$ cat config.mk
export PLATFORM = sky130hd
export DESIGN_NAME = ase_pcie_ss_dma_rd_cpl_gen
export DESIGN_NICKNAME = d
export VERILOG_FILES = /design/src/rtl/ase_pcie_ss_pkg.sv /design/src/rtl/ase_pcie_ss_cpl_req_fifo.sv /design/src/rtl/ase_pcie_ss_dma_rd_cpl_gen.sv
export SDC_FILE = /design/constraint.sdc
export NUM_CORES = 1
export LEC_CHECK = 0
export CAP_MARGIN = 20
export CORE_UTILIZATION = 35
export DETAILED_ROUTE_END_ITERATION = 8
export DONT_BUFFER_PORTS = 1
export GPL_TIMING_DRIVEN = 0
export PLACE_DENSITY = 0.51
export SYNTH_ARGS = -nofsm -noshare
export SYNTH_HDL_FRONTEND = slang
export SYNTH_HIERARCHICAL = 1
export SYNTH_SLANG_ARGS = --single-unit
export TNS_END_PERCENT = 50
$ cat constraint.sdc
create_clock -name clk -period 9.43 [get_ports clk]
set_clock_uncertainty 0.05 [all_clocks]
set_input_delay 1.886 -clock clk [delete_from_list [all_inputs] [get_ports clk]]
set_output_delay 1.886 -clock clk [all_outputs]
set_load 0.005 [all_outputs]
$ cat src/rtl/ase_pcie_ss_pkg.sv
`default_nettype none
// +----------------------------------------------------------------------+
// | Module      : ase_pcie_ss_pkg                                        |
// | Description : Shared types for the ASE PCIe SS DMA read completion   |
// |               generator (request/completion descriptors, FSM state). |
// | Revision    : 1.0 - initial release                                  |
// +----------------------------------------------------------------------+
package ase_pcie_ss_pkg;

   localparam int ASE_PCIE_SS_PAGE_BYTES = 4096;
   localparam int ASE_PCIE_SS_DMA_TAG_W  = 10;
   localparam int ASE_PCIE_SS_DMA_ADDR_W = 64;
   localparam int ASE_PCIE_SS_DMA_LEN_W  = 13;

   typedef struct packed {
      logic [ASE_PCIE_SS_DMA_TAG_W-1:0]  tag;
      logic [ASE_PCIE_SS_DMA_ADDR_W-1:0] addr;
      logic [ASE_PCIE_SS_DMA_LEN_W-1:0]  len_bytes;
   } t_ase_pcie_ss_dma_rd_req;

   typedef struct packed {
      logic [ASE_PCIE_SS_DMA_TAG_W-1:0]  tag;
      logic [ASE_PCIE_SS_DMA_ADDR_W-1:0] addr;
      logic [6:0]                        lower_addr;
      logic [ASE_PCIE_SS_DMA_LEN_W-1:0]  len_bytes;
      logic [ASE_PCIE_SS_DMA_LEN_W-1:0]  byte_count;
      logic                              last;
   } t_ase_pcie_ss_dma_rd_cpl;

   typedef enum logic [0:0] {
      CPL_GEN_IDLE = 1'b0,
      CPL_GEN_EMIT = 1'b1
   } t_ase_pcie_ss_cpl_gen_state;

endpackage
`default_nettype wire

$ cat src/rtl/ase_pcie_ss_cpl_req_fifo.sv
`default_nettype none
// +----------------------------------------------------------------------+
// | Module      : ase_pcie_ss_cpl_req_fifo                               |
// | Description : Synchronous FIFO of DMA read request descriptors with  |
// |               registered full/empty flags.                           |
// | Revision    : 1.0 - initial release                                  |
// +----------------------------------------------------------------------+
module ase_pcie_ss_cpl_req_fifo
   import ase_pcie_ss_pkg::*;
#(
   parameter int DEPTH = 8
)
(
   input  logic                    clk,
   input  logic                    reset,
   input  logic                    push,
   input  t_ase_pcie_ss_dma_rd_req push_data,
   input  logic                    pop,
   output t_ase_pcie_ss_dma_rd_req pop_data,
   output logic                    full,
   output logic                    empty
);

   localparam int c_ptr_w = $clog2(DEPTH);
   localparam logic [c_ptr_w:0]   c_depth   = DEPTH[c_ptr_w:0];
   localparam logic [c_ptr_w:0]   c_cnt_one = 1;
   localparam logic [c_ptr_w-1:0] c_ptr_one = 1;

   t_ase_pcie_ss_dma_rd_req r_mem [DEPTH];
   logic [c_ptr_w-1:0] r_wr_ptr;
   logic [c_ptr_w-1:0] r_rd_ptr;
   logic [c_ptr_w:0]   r_count;
   logic [c_ptr_w:0]   w_count_next;
   logic               r_full;
   logic               r_empty;
   logic               w_push;
   logic               w_pop;

   // A push into a full FIFO is only honoured when a pop frees a slot in the same cycle
   assign w_pop  = pop & ~r_empty;
   assign w_push = push & (~r_full | w_pop);

   always_comb begin
      w_count_next = r_count;
      if (w_push && !w_pop) begin
         w_count_next = r_count + c_cnt_one;
      end else if (!w_push && w_pop) begin
         w_count_next = r_count - c_cnt_one;
      end
   end

   always_ff @(posedge clk or posedge reset) begin
      if (reset) begin
         r_wr_ptr <= '0;
         r_rd_ptr <= '0;
         r_count  <= '0;
         r_full   <= 1'b0;
         r_empty  <= 1'b1;
      end else begin
         if (w_push) r_wr_ptr <= r_wr_ptr + c_ptr_one;
         if (w_pop)  r_rd_ptr <= r_rd_ptr + c_ptr_one;
         r_count <= w_count_next;
         r_full  <= (w_count_next == c_depth);
         r_empty <= (w_count_next == '0);
      end
   end

   always_ff @(posedge clk) begin
      if (w_push) r_mem[r_wr_ptr] <= push_data;
   end

   assign pop_data = r_mem[r_rd_ptr];
   assign full     = r_full;
   assign empty    = r_empty;

endmodule
`default_nettype wire

$ cat src/rtl/ase_pcie_ss_dma_rd_cpl_gen.sv
`default_nettype none
// +----------------------------------------------------------------------+
// | Module      : ase_pcie_ss_dma_rd_cpl_gen                             |
// | Description : Splits AFU DMA read requests into ordered completion   |
// |               descriptors. Define ASE_PCIE_SS_CPL_RCB_ALIGN_EN to    |
// |               align the first chunk to the max payload boundary.     |
// | Revision    : 1.0 - initial release                                  |
// +----------------------------------------------------------------------+
module ase_pcie_ss_dma_rd_cpl_gen
   import ase_pcie_ss_pkg::*;
#(
   parameter int ADDR_WIDTH            = 64,
   parameter int TAG_WIDTH             = 10,
   parameter int MAX_RD_REQ_BYTES      = 4096,
   parameter int MAX_CPL_PAYLOAD_BYTES = 256,
   parameter int RCB_BYTES             = 64,
   parameter int FIFO_DEPTH            = 8
)
(
   input  logic                  clk,
   input  logic                  reset,
   input  logic                  req_valid,
   output logic                  req_ready,
   input  logic [TAG_WIDTH-1:0]  req_tag,
   input  logic [ADDR_WIDTH-1:0] req_addr,
   input  logic [12:0]           req_len_bytes,
   output logic                  cpl_valid,
   input  logic                  cpl_ready,
   output logic [TAG_WIDTH-1:0]  cpl_tag,
   output logic [ADDR_WIDTH-1:0] cpl_addr,
   output logic [6:0]            cpl_lower_addr,
   output logic [12:0]           cpl_len_bytes,
   output logic [12:0]           cpl_byte_count,
   output logic                  cpl_last,
   output logic                  err_len,
   output logic                  busy
);

   localparam int c_off_w = $clog2(MAX_CPL_PAYLOAD_BYTES);
   localparam logic [12:0] c_max_cpl = MAX_CPL_PAYLOAD_BYTES[12:0];
   localparam logic [12:0] c_max_req = MAX_RD_REQ_BYTES[12:0];
   localparam logic [13:0] c_page    = ASE_PCIE_SS_PAGE_BYTES[13:0];

   generate
      if ((MAX_CPL_PAYLOAD_BYTES % RCB_BYTES) != 0) begin : g_bad_rcb
         $error("MAX_CPL_PAYLOAD_BYTES must be a multiple of RCB_BYTES");
      end
   endgenerate

   t_ase_pcie_ss_cpl_gen_state r_state;
   t_ase_pcie_ss_cpl_gen_state w_state_next;
   t_ase_pcie_ss_dma_rd_cpl    r_cpl;
   t_ase_pcie_ss_dma_rd_cpl    w_cpl_next;
   t_ase_pcie_ss_dma_rd_req    w_push_data;
   t_ase_pcie_ss_dma_rd_req    w_pop_data;

   logic        w_fifo_full;
   logic        w_fifo_empty;
   logic        w_pop;
   logic        w_push;
   logic        w_req_fire;
   logic        w_illegal;
   logic [13:0] w_page_end;
   logic        r_err_len;

   // Builds a completion descriptor for the chunk starting at addr with rem bytes left
   function automatic t_ase_pcie_ss_dma_rd_cpl make_cpl(
      input logic [ASE_PCIE_SS_DMA_TAG_W-1:0]  tag,
      input logic [ASE_PCIE_SS_DMA_ADDR_W-1:0] addr,
      input logic [12:0]                       rem
   );
      t_ase_pcie_ss_dma_rd_cpl c;
      logic [12:0] space;
      logic [12:0] chunk;
`ifdef ASE_PCIE_SS_CPL_RCB_ALIGN_EN
      space = c_max_cpl - 13'(addr[c_off_w-1:0]);
`else
      space = c_max_cpl;
`endif
      chunk        = (rem < space) ? rem : space;
      c.tag        = tag;
      c.addr       = addr;
      c.lower_addr = addr[6:0];
      c.len_bytes  = chunk;
      c.byte_count = rem;
      c.last       = (chunk == rem);
      return c;
   endfunction

   assign w_req_fire = req_valid & req_ready;
   assign w_page_end = {2'b00, req_addr[11:0]} + {1'b0, req_len_bytes};
   assign w_illegal  = (req_len_bytes == '0) || (req_len_bytes > c_max_req) ||
                       (w_page_end > c_page);
   assign w_push     = w_req_fire & ~w_illegal;

   assign w_push_data.tag       = req_tag;
   assign w_push_data.addr      = req_addr;
   assign w_push_data.len_bytes = req_len_bytes;

   ase_pcie_ss_cpl_req_fifo #(
      .DEPTH (FIFO_DEPTH)
   ) u_req_fifo (
      .clk       (clk),
      .reset     (reset),
      .push      (w_push),
      .push_data (w_push_data),
      .pop       (w_pop),
      .pop_data  (w_pop_data),
      .full      (w_fifo_full),
      .empty     (w_fifo_empty)
   );

   always_comb begin
      w_state_next = r_state;
      w_cpl_next   = r_cpl;
      w_pop        = 1'b0;
      case (r_state)
         CPL_GEN_IDLE: begin
            if (!w_fifo_empty) begin
               w_pop        = 1'b1;
               w_cpl_next   = make_cpl(w_pop_data.tag, w_pop_data.addr, w_pop_data.len_bytes);
               w_state_next = CPL_GEN_EMIT;
            end
         end
         CPL_GEN_EMIT: begin
            if (cpl_ready) begin
               if (r_cpl.last) begin
                  // Chain straight into the next queued request to avoid a bubble
                  if (!w_fifo_empty) begin
                     w_pop      = 1'b1;
                     w_cpl_next = make_cpl(w_pop_data.tag, w_pop_data.addr,
                                           w_pop_data.len_bytes);
                  end else begin
                     w_cpl_next   = '0;
                     w_state_next = CPL_GEN_IDLE;
                  end
               end else begin
                  w_cpl_next = make_cpl(r_cpl.tag,
                                        r_cpl.addr + {{(ASE_PCIE_SS_DMA_ADDR_W-13){1'b0}}, r_cpl.len_bytes},
                                        r_cpl.byte_count - r_cpl.len_bytes);
               end
            end
         end
         default: begin
            w_cpl_next   = '0;
            w_state_next = CPL_GEN_IDLE;
         end
      endcase
   end

   always_ff @(posedge clk or posedge reset) begin
      if (reset) begin
         r_state   <= CPL_GEN_IDLE;
         r_cpl     <= '0;
         r_err_len <= 1'b0;
      end else begin
         r_state   <= w_state_next;
         r_cpl     <= w_cpl_next;
         r_err_len <= w_req_fire & w_illegal;
      end
   end

   assign req_ready      = ~w_fifo_full;
   assign cpl_valid      = (r_state == CPL_GEN_EMIT);
   assign cpl_tag        = r_cpl.tag;
   assign cpl_addr       = r_cpl.addr;
   assign cpl_lower_addr = r_cpl.lower_addr;
   assign cpl_len_bytes  = r_cpl.len_bytes;
   assign cpl_byte_count = r_cpl.byte_count;
   assign cpl_last       = r_cpl.last;
   assign err_len        = r_err_len;
   assign busy           = ~w_fifo_empty | (r_state != CPL_GEN_IDLE);

endmodule
`default_nettype wire

-- Yosys cells after proc, flatten, opt, wreduce, memory -nomap -nowiden
Memories as Yosys holds them, arrays and structs flattened.
Index checks and enable logic that the tools add are counted.
- memories kept: 1
- word-level logic and storage cells: 70
- register bits: 122
- output and inout port bits: 112
- RAM bits: 696
- memory list (name ; depth ; width ; read ports ; clocked after memory_dff ; wr ports ; line ; RTL):
    u_req_fifo.r_mem ; 8 ; 87 ; 1 ; 0 ; 1 ; ase_pcie_ss_cpl_req_fifo.sv:29 ; t_ase_pcie_ss_dma_rd_req r_mem [DEPTH];
- equality and inequality tests: 6
- bitwise operators: 11
- $add $sub $neg: 7
- muxes and demuxes: 18
- order comparisons: 4
- reduce and logical (&&, ||, !) cells: 10
- operator list (kind ; count):
    108-bit 2-to-1 mux ; 4
    108-bit case mux with 2 select lines ; 1
    64-bit by 13-bit adder with 64-bit output ; 1
    13-bit equality test ; 2
    13-bit by 9-bit less-than comparator with 1-bit output, second input constant ; 2
    13-bit 2-to-1 mux ; 2
    12-bit by 13-bit adder with 14-bit output ; 1
    14-bit by 13-bit greater-than comparator with 1-bit output, second input constant ; 1
    13-bit greater-than comparator, second input constant ; 1
    13-bit zero test ; 1
    13-bit subtractor ; 1
    4-bit 2-to-1 mux ; 2
    1-bit 2-to-1 mux ; 7
    3-bit by 1-bit adder with 3-bit output, second input constant ; 2
    1-bit bitwise AND ; 5
    4-bit by 1-bit adder with 4-bit output, second input constant ; 1
    4-bit equality test, second input constant ; 1
    4-bit zero test ; 1
    2-bit != test, second input constant ; 2
    1-bit inverter ; 4
    1-bit case mux with 2 select lines ; 2
    4-bit by 1-bit subtractor with 4-bit output, second input constant ; 1
    3-bit AND reduction ; 1
    1-bit logical AND ; 2
    5 further kinds ; 8

-- Depth between registers and ports, before layout
Gate-level depths: netlist of the first run.
- depth in word-level cells: 12
- depth in mapped cells: 15
- mapped depth without buffers: 15

-- Cells and area by module
The synthesis of the first run kept the hierarchy.
- modules (own cells, without submodules) (module ; cells each ; times used ; seq. area each (um^2) ; area each (um^2)):
    ase_pcie_ss_cpl_req_fifo ; 1081 ; 1 ; 21201.6 ; 26808.2
    ase_pcie_ss_dma_rd_cpl_gen ; 923 ; 1 ; 2577.5 ; 7532.2

-- Worst setup path after synthesis of the first run
Ideal clock, no wire load.
- path kind: input-to-reg
- start: input port req_addr[0]
- end: memory u_req_fifo/r_mem[0][0] (netlist name) (enable)
- data arrival time: 10.746 ns
- path buffers: 0
- required time: 8.741 ns
- slack: -2.005 ns
- cell stages on the path: 14
- path through: ha_1 inv_1 fa_1 nand2b_1 a211oi_1 o211a_1 nor2_1 mux2_2 nor4_1 a21oi_1 nor4_1 a21boi_1 nand2b_1 nor3_1
- cells in the longest elaborated chain, start to end: 8
- ends and longest elaborated chain (what ; line ; RTL):
    start, declared ; ase_pcie_ss_dma_rd_cpl_gen.sv:25 ; input logic [ADDR_WIDTH-1:0] req_addr,
    12-bit by 13-bit adder with 14-bit output ; ase_pcie_ss_dma_rd_cpl_gen.sv:91 ; assign w_page_end = {2'b00, req_addr[11:0]} + {1'b0, req_len_bytes};
    14-bit by 13-bit greater-than comparator with 1-bit output ; ase_pcie_ss_dma_rd_cpl_gen.sv:93 ; (w_page_end > c_page);
    1-bit logical OR ; ase_pcie_ss_dma_rd_cpl_gen.sv:92 ; assign w_illegal = (req_len_bytes == '0) || (req_len_bytes > c_max_req) ||
    1-bit inverter ; ase_pcie_ss_dma_rd_cpl_gen.sv:94 ; assign w_push = w_req_fire & ~w_illegal;
    1-bit bitwise AND ; ase_pcie_ss_dma_rd_cpl_gen.sv:94 ;
    net w_push ; ase_pcie_ss_dma_rd_cpl_gen.sv:60 ; logic w_push;
    1-bit bitwise AND ; ase_pcie_ss_cpl_req_fifo.sv:41 ; assign w_push = push & (~r_full | w_pop);
    1-bit 2-to-1 mux ; ase_pcie_ss_cpl_req_fifo.sv:69 ; if (w_push) r_mem[r_wr_ptr] <= push_data;
    1-bit 2-to-1 mux (implied by the code) ; ase_pcie_ss_cpl_req_fifo.sv:69 ;
    end, declared ; ase_pcie_ss_cpl_req_fifo.sv:29 ;
The timed path passes the listed nets, and every way through them passes these cells.

-- Worst setup path after layout of the first run
- start: input port req_len_bytes[0]
- end: memory u_req_fifo/r_mem[1][42] (netlist name) (enable)
- cells in the longest elaborated chain, start to end: 8
- elaborated cells between the ends (all ways): 11
- those cells by class: 1 x add/sub; 2 x order compare; 2 x mux; 3 x bitwise; 3 x reduce/logical
- ends and longest elaborated chain (what ; line ; RTL):
    start, declared ; ase_pcie_ss_dma_rd_cpl_gen.sv:26 ; input logic [12:0] req_len_bytes,
    12-bit by 13-bit adder with 14-bit output, or another cell as far along ; ase_pcie_ss_dma_rd_cpl_gen.sv:91 ;
    14-bit by 13-bit greater-than comparator with 1-bit output / 1-bit logical OR (equally long branches) ; ase_pcie_ss_dma_rd_cpl_gen.sv:93, ase_pcie_ss_dma_rd_cpl_gen.sv:92 ;
    1-bit logical OR (*) ; ase_pcie_ss_dma_rd_cpl_gen.sv:92 ;
    1-bit inverter (*) ; ase_pcie_ss_dma_rd_cpl_gen.sv:94 ;
    1-bit bitwise AND (*) ; ase_pcie_ss_dma_rd_cpl_gen.sv:94 ;
    net w_push ; ase_pcie_ss_dma_rd_cpl_gen.sv:60 ;
    1-bit bitwise AND (*) ; ase_pcie_ss_cpl_req_fifo.sv:41 ;
    1-bit 2-to-1 mux (*) ; ase_pcie_ss_cpl_req_fifo.sv:69 ;
    1-bit 2-to-1 mux (implied by the code) (*) ; ase_pcie_ss_cpl_req_fifo.sv:69 ;
The timed path passes the listed nets; every way through them passes the cells marked *.

==> results of run 1 <==
==> state kept, by name, summed over array words and instances, names as in the netlist <==
signal / flops
u_req_fifo/empty: 1
cpl_byte_count: 13
cpl_last: 1
u_req_fifo/full: 1
cpl_valid: 1
u_req_fifo/r_count: 4
u_req_fifo/r_wr_ptr: 3
cpl_len_bytes: 13
u_req_fifo/r_rd_ptr: 3
cpl_tag: 10
cpl_addr: 64
err_len: 1
u_req_fifo/r_mem: 696
==> cell families (layout without fill, tap and decap cells) <==
| group | count (synthesis) | in the layout |
|---|---|---|
| multiplexers | 270 | 270 |
| buffers and inverters | 151 | 353 |
| AND/OR/NAND/NOR | 380 | 380 |
| AO/OA/AOI/OAI | 315 | 315 |
| flip-flops | 811 | 811 |
| adder cells (fa/ha/maj) | 44 | 44 |
| XOR/XNOR | 33 | 33 |
==> how the worst max path moves through the flow <==
stage                                        end
2_1_floorplan   u_req_fifo/r_mem[1][0]$_DFFE_PP_
3_3_place_gp   u_req_fifo/r_mem[1][43]$_DFFE_PP_
3_5_place_dp   u_req_fifo/r_mem[1][42]$_DFFE_PP_
4_1_cts        u_req_fifo/r_mem[1][49]$_DFFE_PP_
5_1_grt        u_req_fifo/r_mem[1][46]$_DFFE_PP_
6_report       u_req_fifo/r_mem[1][42]$_DFFE_PP_
==> routing by layer <==
layer,part of all wire,up-vias,global-route usage
met2,0.48,612,0.327
met4,0.017,0,0.0514
li1,-,8353,-
met3,0.11,112,0.0862
met1,0.39,10100,0.244
met5,0,-,0
==> final cells by class <==
type,count,area [sq um]
Multi-Input combinational cell,1042,9880
Tap cell,1276,1600
Clock buffer,118,2350
Buffer,105,571
Fill cell,8732,57600
Timing Repair Buffer,45,816
Inverter,46,178
Sequential cell,811,23800
Clock inverter,39,253
==> critical path: cells and delay by family <==
kind | cells | cell delay, ns
simple gates | 6 | 1.77
compound gates | 5 | 1.85
buf+inv | 5 | 0.92
fa+ha+maj | 2 | 0.52
==> power by group through the flow <==
stage	Combinational (uW)	Clock [uW]	Sequential, uW
finish	2560	3170	4670
global placement	2470	0	4790
CTS	2600	3260	4670
floorplan	1830	0	4510
global route	2790	3390	4720
detailed placement	2580	0	4750
==> through the flow <==
step / std cells / util / total power (uW) / worst slack, ns / hold WS, ns
final: 3482 / 0.406 / 10400 / 2.74 / 0.464
after global routing: 3482 / 0.406 / 10900 / 2.53 / 0.484
after CTS: 3481 / 0.406 / 10500 / 2.83 / 0.469
after detailed placement: 3324 / 0.380 / 7330 / 2.13 / 0.456
after global placement: 3280 / 0.371 / 7260 / -9.84 / 0.444
after floorplan: 2004 / - / 6340 / -2.00 / 0.420
==> cell usage in the layout, fill, tap and decap left out, types with 18 or more instances in the layout <==
master       n
inv_1       45
nor4_1      20
nand2_1    107
buf_6       29
nor2_1      92
a22oi_1     19
mux4_2     174
buf_12      21
ha_1        41
xnor2_1     18
clkbuf_16   88
o21ai_0     81
clkbuf_1    89
mux2_2      89
dfrtp_1    114
nor3_1      24
edfxtp_1   696
nand3_1     28
a21oi_1     64
==> results.json, run 1 <==
{
  "outcome": "finished, violations left",
  "violations": "design-rule violations",
  "groute.usage.overall": 0.201,
  "slew-limit-headroom": 0.373,
  "die_w_microns": 315,
  "grt_pass1_vias": 20100,
  "synth_top_family_by_area": "multiplexers",
  "nNetsFinal": 2272,
  "seq_area_frac_synth": 0.692,
  "switching_share": 0.313,
  "synth_most_common_cell": "edfxtp_1",
  "ys_types": 74,
  "avgSynthCellArea_sq_um": 17.1,
  "core_area_sq_um": 97000,
  "gp_congestion": 0.871,
  "vdd_drop_max_uv": 140,
  "drt-wirelength-per-cell_microns": 28.4,
  "p_leak_uw": 0.0128,
  "area_growth_pct": 14.8,
  "io_pins": 203,
  "internal_power_uw": 7150,
  "end_kind": "register",
  "drt_iter0_drc": 1327,
  "finalSetupTns_ns": 0,
  "yosysTopAreaCell": "edfxtp_1",
  "synth_edf_count": 696,
  "rr_endpoint": "u_req_fifo/r_mem[1][42]$_DFFE_PP_",
  "synth_cells": 2004,
  "reg2regPathDepth": 16,
  "clock_path_buffers": 3,
  "cts_tree": "yes",
  "cts_root_buffer": "clkbuf_16",
  "htreeDepth": 3,
  "synthMuxAreaShare": 0.145,
  "synth-compound-area-share": 0.0611,
  "worstMarginPinSlew_ns": 0.940,
  "crit_path_frequent_cell": "buf_6",
  "antenna_found_initial": 1,
  "hold_path_end": "cpl_tag[1]$_DFFE_PP0P_",
  "synth_flop_cell": "edfxtp_1",
  "grt_max_degree": 57,
  "die_h_microns": 315,
  "worstSetupPathType": "input port to register",
  "synthAdderAreaFrac": 0.0167,
  "vias": 19200,
  "fin_crit_sh": 0.709,
  "synth_xor_area_frac": 0.00842,
  "async_flop_share": 0.142,
  "crit_fanout": 10,
  "r2r_start": "cpl_last$_DFFE_PP0P_",
  "hold_viol": 0,
  "required_ns": 9.73,
  "first_pass_iters": 9,
  "drc": 17,
  "clk_pin_slew_worst_paths_ns": 0.06,
  "critPathMaxStageDelay_ns": 0.73,
  "cp_slowest_cell": "a2111oi_0",
  "critPathLaunchType": "input port",
  "p_sw_uw": 3250,
  "synthTopCellsByCount": "edfxtp_1 (696), mux4_2 (174), dfrtp_1 (114), nand2_1 (107), nor2_1 (98)",
  "detail-route-antenna-nets": 0,
  "synth_warnings": 6,
  "synth_seq_cells": 811,
  "start_util": 0.354,
  "n_antenna_cell": 0,
  "synth_top_area_frac": 0.609,
  "clock-sinks": 811,
  "r2r_setup_slack_ns": 3.05,
  "drv_cap": 0,
  "final-setup-viol-count": 0,
  "hold_path_class": "register to register",
  "grt_pass1_wl_microns": 143000,
  "placed_cell_area_sq_um": 36800,
  "cts_setup_buffers": 0,
  "p_clk_frac": 0.305,
  "dieArea_sq_um": 99400,
  "critPathLaunch": "req_len_bytes[0]",
  "p_comb_frac": 0.246,
  "rsz0062_at_grt": "false",
  "portBuffers": 0,
  "post-dp-hpwl_microns": 69700,
  "totalWireLength_microns": 98800,
  "drive_gt1_frac": 0.218,
  "vias_per_cell": 5.52,
  "hp-start": "cpl_tag[1]$_DFFE_PP0P_",
  "hold_depth": 2,
  "hold_buffers": 0,
  "syn_nets": 2139,
  "critPathArrivalTime_ns": 6.99,
  "cts_resized": 0,
  "finalCriticalPeriod_ns": 6.69,
  "grt.overflow.total": 0,
  "maxSlewViolCount": 0,
  "power.density_nw_per_um2": 264,
  "synth_area_sq_um": 34300,
  "rows": 114,
  "design_area_sq_um": 39400,
  "path_cells": "ha_1 -> inv_1 -> fa_1 -> nand2b_1 -> a211oi_1 -> o21ai_0 -> a2111oi_0 -> nor3_1 -> nand2_1 -> a21oi_1 -> nor4_1 -> a21boi_1 -> nand2_1 -> nor3_2 -> buf_4 -> buf_6 -> buf_6 -> buf_6",
  "pwr-share-seq": 0.449,
  "clk_latency_ns": 0.65,
  "numCtsBuffers": 86,
  "netlist_top_cells_area": "edfxtp_1 (61%), mux4_2 (11%), dfrtp_1 (8.3%), mux2_2 (2.9%), ha_1 (1.5%)",
  "synth-simple-area-share": 0.0544,
  "timing.fmax_mhz": 150
}
(Power assumes the default switching activity.)
==> run 2: changes to the inputs <==
clock period = 6 ns   (was 9.43 ns; I/O delays follow)
==> run 2 against run 1 <==
Effect of this change:
- the run still ends with design-rule violations left
- utilization rose by 0.38 points
- clock power rose by 66%
- clock-buffer cell count fell by 7
- register-to-register slack got worse by 2.5 ns
==> results.json, run 2 (same netlist as run 1, synthesis figures left out) <==
{
  "outcome": "finished, violations left",
  "violations": "design-rule violations",
  "grt.overflow.total": 0,
  "critPathMaxStageDelay_ns": 0.65,
  "cp_slowest_cell": "clkbuf_1",
  "cp_num_buf_inv": 7,
  "antenna_found_initial": 7,
  "finalSetupTns_ns": 0,
  "start_util": 0.354,
  "slew-limit-headroom": 0.344,
  "crit_fanout": 22,
  "grt_pass1_vias": 19800,
  "drt-wirelength-per-cell_microns": 28.2,
  "top_register": "u_req_fifo/r_mem",
  "grt_pass1_wl_microns": 142000,
  "largest_reg_flops": 696,
  "io_pins": 203,
  "vdd_drop_max_uv": 224,
  "final-setup-viol-count": 0,
  "grt_max_degree": 58,
  "gp_congestion": 0.874,
  "worstSetupPathType": "register to register",
  "die_h_microns": 315,
  "clk_latency_ns": 0.66,
  "groute.usage.overall": 0.199,
  "detail-route-antenna-nets": 0,
  "pre_cts_slack_ns": -0.144,
  "die_w_microns": 315,
  "rsz0062_at_grt": "false",
  "numCtsBuffers": 87,
  "htreeDepth": 3,
  "clock-sinks": 811,
  "first_pass_iters": 7,
  "layout_common_cells": "edfxtp_1 (696), mux4_2 (174), dfrtp_1 (114)",
  "post-dp-hpwl_microns": 68800,
  "finalCriticalPeriod_ns": 5.50,
  "rows": 114,
  "drive_gt1_frac": 0.227,
  "timing.fmax_mhz": 182,
  "area_growth_pct": 15.9,
  "clock_path_buffers": 3,
  "crit_path_frequent_cell": "clkbuf_1",
  "reg2regPathDepth": 14,
  "crit_family": "buffers and inverters",
  "clk_pin_slew_worst_paths_ns": 0.06,
  "setup_ws_ns": 0.501,
  "totalWireLength_microns": 98100,
  "portBuffers": 0,
  "cts_tree": "yes",
  "dieArea_sq_um": 99400,
  "path_cells": "nor2b_1 -> nand2b_1 -> clkbuf_1 -> nand2_1 -> inv_1 -> clkbuf_1 -> clkdlybuf4s15_2 -> nand2b_1 -> clkbuf_1 -> a21boi_4 -> nand2_4 -> nor2_4 -> buf_12 -> buf_16",
  "fin_crit_sh": 0.916,
  "core_area_sq_um": 97000,
  "drc": 34,
  "instances_no_fill": 3484,
  "cp.depth": 14,
  "hold_path_class": "input port to asynchronous set/reset pin",
  "hold_buffers": 0,
  "drt_iter0_drc": 1538,
  "dp.cells": 3319,
  "p_leak_uw": 0.0129,
  "vias_per_cell": 5.50,
  "vias": 19200,
  "drv_cap": 0,
  "hold_viol": 0,
  "power.density_nw_per_um2": 418,
  "critPathArrivalTime_ns": 5.78,
  "cts_root_buffer": "clkbuf_16",
  "nNetsFinal": 2272,
  "worstMarginPinSlew_ns": 0.984,
  "end_kind": "register",
  "maxSlewViolCount": 0,
  "layout_commonest_cell": "edfxtp_1",
  "required_ns": 6.28,
  "critPathLaunchType": "register"
}
==> run 2: final cells by class <==
class	count	area, sq um
Antenna cell	1	2.50
Buffer	105	578
Clock buffer	111	2320
Clock inverter	48	455
Fill cell	8665	57200
Inverter	46	178
Multi-Input combinational cell	1042	10000
Sequential cell	811	23800
Tap cell	1276	1600
Timing Repair Buffer	44	883
==> run 2: worst reg2reg max path: stages, from the launching register on <==
cell             delay (ns)
dfrtp_1                0.51
nor2b_1                0.41
nand2b_1               0.16
clkbuf_1               0.59
nand2_1                0.22
inv_1                  0.15
clkbuf_1               0.65
clkdlybuf4s15_2        0.61
nand2b_1               0.10
clkbuf_1               0.25
a21boi_4               0.35
nand2_4                0.15
nor2_4                 0.47
buf_12                 0.29
buf_16                 0.22
==> run 2: timing repair <==
| item | 4_1_cts | 5_1_grt |
|---|---|---|
| endpoints found under the setup margin | 23 | 82 |
| endpoints found under the hold margin | 0 | 0 |
| setup buffers | 0 | 4 |
| pin swaps | 0 | 2 |
| resized for setup | 2 | 0 |
==> run 2: worst paths after layout <==
check | slack [ns] | end | start
max | 0.50 | u_req_fifo/r_mem[3][29]$_DFFE_PP_ | cpl_last$_DFFE_PP0P_
min | 0.42 | u_req_fifo/r_wr_ptr[1]$_DFFE_PP0P_ | reset
max reg2reg | 0.50 | u_req_fifo/r_mem[3][29]$_DFFE_PP_ | cpl_last$_DFFE_PP0P_
min reg2reg | 0.46 | cpl_tag[5]$_DFFE_PP0P_ | cpl_tag[5]$_DFFE_PP0P_
max in group asynchronous | 4.71 | cpl_addr[13]$_DFFE_PP0P_ | reset
min in group clk | 0.46 | cpl_tag[5]$_DFFE_PP0P_ | cpl_tag[5]$_DFFE_PP0P_
==> run 2: routing by layer <==
layer  GRT usage  vias to the layer above  part of all wire
li1            -                     8350                 -
met1       0.245                    10100              0.39
met2       0.326                      608              0.48
met3      0.0841                      120              0.11
met4      0.0412                        6             0.015
met5           0                        -           0.00047
==> run 2: metrics by stage <==
stage                      util  total power, uW  instance area, sq um  hold WS [ns]
final                     0.410            16600                 39800         0.423
after global routing      0.410            17400                 39800         0.441
after CTS                 0.410            16800                 39800         0.400
after detailed placement  0.381            11500                 37000         0.455
after global placement    0.372            11400                 36100         0.456
after floorplan               -             9980                 34500         0.420
==> run 2: power breakdown <==
part / internal, uW / switching, uW / leakage (uW)
clock network: 3010 / 2230 / 0.00135
registers: 6640 / 702 / 0.00771
logic: 1830 / 2210 / 0.00385
==> run 3: changes to the inputs <==
DONT_BUFFER_PORTS = unset   (was 1)
PLACE_DENSITY = 0.53   (was 0.51)
RECOVER_POWER = 50   (was unset)
==> run 3 against run 2 <==
Effect of this change:
- the flow finishes with violations (design-rule violations, max-capacitance violations, max-slew violations)
- critical path depth grew 3
- setup slack lost 0.17 ns
- critical endpoint is now u_req_fifo/r_mem[0][47]$_DFFE_PP_
- maximum frequency shrank 2.9%
- wire length grew 0.23%
- non-clock buffer count grew 215
- utilization grew 2.2 points
- hold slack gained 0.0095 ns
- die area is the same
- sequential cell count is the same
- largest power group unchanged
- sequential share of layout area shrank 3.1 points
- via count grew 5.0%
==> results.json, run 3 (same netlist as run 1, synthesis figures left out) <==
{
  "cts_root_buffer": "clkbuf_16",
  "p_leak_uw": 0.0139,
  "hold_depth": 2,
  "crit_family": "buffers and inverters",
  "grt.overflow.total": 0,
  "layout_commonest_cell": "edfxtp_1",
  "rr_endpoint": "u_req_fifo/r_mem[0][47]$_DFFE_PP_",
  "vias": 20100,
  "finalSetupTns_ns": 0,
  "grt_max_degree": 68,
  "clock_path_buffers": 3,
  "r2r_setup_slack_ns": 0.40,
  "fin_crit_sh": 0.944,
  "rsz0062_at_grt": "false",
  "top_register": "u_req_fifo/r_mem",
  "drc": 28,
  "worstMarginPinSlew_ns": 2.19,
  "cp.depth": 17,
  "critPathLaunchType": "input port",
  "area_growth_pct": 22.1,
  "start_util": 0.354,
  "numCtsBuffers": 89,
  "finalCriticalPeriod_ns": 5.66,
  "crit_fanout": 14,
  "layout_common_cells": "edfxtp_1 (696), mux4_2 (174), dlygate4sd3_1 (137)",
  "maxSlewViolCount": 106,
  "cts_tree": "yes",
  "drt_iter0_drc": 1885,
  "final-setup-viol-count": 0,
  "slew-limit-headroom": -0.467,
  "drive_gt1_frac": 0.212,
  "core_area_sq_um": 97000,
  "clk_pin_slew_worst_paths_ns": 0.05,
  "groute.usage.overall": 0.199,
  "violations": "design-rule violations, max-capacitance violations, max-slew violations",
  "cp_slowest_cell": "clkdlybuf4s50_1",
  "outcome": "finished, violations left",
  "hold_path_class": "register to register",
  "io_pins": 203,
  "design_area_sq_um": 41900,
  "drv_cap": 2,
  "clk_latency_ns": 0.64,
  "hold_path_end": "cpl_tag[5]$_DFFE_PP0P_",
  "hold_viol": 0,
  "postLayoutCoreUtil": 0.432,
  "worstSetupPathType": "input port to register",
  "first_pass_iters": 9,
  "nNetsFinal": 2489,
  "hold_ws_ns": 0.432,
  "portBuffers": 202,
  "rows": 114,
  "detail-route-antenna-nets": 0,
  "r2r_start": "cpl_last$_DFFE_PP0P_",
  "critPathMaxStageDelay_ns": 0.79,
  "largest_reg_flops": 696,
  "grt_pass1_wl_microns": 142000,
  "die_h_microns": 315,
  "dieArea_sq_um": 99400,
  "post-dp-hpwl_microns": 69200,
  "gp_congestion": 0.880,
  "htreeDepth": 3,
  "critPathArrivalTime_ns": 5.96,
  "drt-wirelength-per-cell_microns": 26.5,
  "totalWireLength_microns": 98300,
  "hp-start": "cpl_tag[5]$_DFFE_PP0P_",
  "path_cells": "clkdlybuf4s50_1 -> ha_1 -> a21o_1 -> a221o_1 -> o21ai_2 -> xor2_1 -> o2111ai_1 -> nor4_1 -> a21oi_1 -> nor4_4 -> a21boi_4 -> nand2b_4 -> nor3_4 -> buf_8 -> buf_16 -> buf_8 -> buf_8",
  "end_kind": "register",
  "cp_num_buf_inv": 5,
  "timing.fmax_mhz": 177,
  "grt_pass1_vias": 20200,
  "antenna_found_initial": 16,
  "vias_per_cell": 5.42,
  "reg2regPathDepth": 16,
  "clock-sinks": 811,
  "placed_cell_area_sq_um": 39000,
  "crit_path_frequent_cell": "buf_8",
  "required_ns": 6.29,
  "power.density_nw_per_um2": 409,
  "vdd_drop_max_uv": 274,
  "die_w_microns": 315
}
==> run 3: final cells by class <==
| class | instances | area, sq um |
|---|---|---|
| clock inverters | 44 | 324 |
| well taps | 1276 | 1600 |
| fillers | 8599 | 55100 |
| flip-flops and latches | 811 | 23800 |
| repair buffers | 259 | 2980 |
| clock buffers | 122 | 2500 |
| plain buffers | 105 | 571 |
| inverters | 46 | 174 |
| multi-input cells | 1042 | 10000 |
| diodes | 6 | 15.0 |
==> run 3: through the flow <==
stage / setup slack (ns) / instances / total power, uW
5_1_grt: 0.0278 / 3706 / 17900
6_report: 0.336 / 3711 / 17200
3_3_place_gp: -4.24 / 3482 / 11900
2_1_floorplan: -0.220 / 2004 / 9980
3_5_place_dp: -1.01 / 3523 / 12100
4_1_cts: 0.0112 / 3690 / 17400
==> run 3: where the power goes <==
group	total, uW	internal, uW	leakage (uW)	switching [uW]
registers	7140	6640	0.00771	502
clock network	5270	3080	0.00138	2190
logic	4760	2220	0.00481	2540
==> run 3: how the worst max path moves through the flow <==
stage                           startpoint                                end
after floorplan                req_addr[0]   u_req_fifo/r_mem[0][0]$_DFFE_PP_
after global placement    req_len_bytes[0]  u_req_fifo/r_mem[0][37]$_DFFE_PP_
after detailed placement  req_len_bytes[0]  u_req_fifo/r_mem[1][42]$_DFFE_PP_
after CTS                 req_len_bytes[1]  u_req_fifo/r_mem[0][49]$_DFFE_PP_
after global routing      req_len_bytes[1]  u_req_fifo/r_mem[0][47]$_DFFE_PP_
final                     req_len_bytes[1]  u_req_fifo/r_mem[0][47]$_DFFE_PP_
==> run 3: metal layers <==
metal  track usage  up-vias  part of all wire
li1              -     8776                 -
met2         0.324      629              0.48
met1         0.265    10600              0.42
met3        0.0549      140             0.081
met5             0        -           0.00086
met4        0.0399       12             0.017
==> run 3: timing repair <==
item                                    CTS  global route
hold buffers                              0             0
gates cloned                              0             0
endpoints found under the setup margin  143           122
pin swaps                                 2             4
gates resized for setup                   3             0
setup buffers                             1            14
==> run 3: tightest hold or removal path, delay by kind of cell, from the launching register on <==
kind	cells	cell delay, ns
AO/OA/AOI/OAI	1	0.06
flip-flops	1	0.34
AND/OR/NAND/NOR	1	0.05
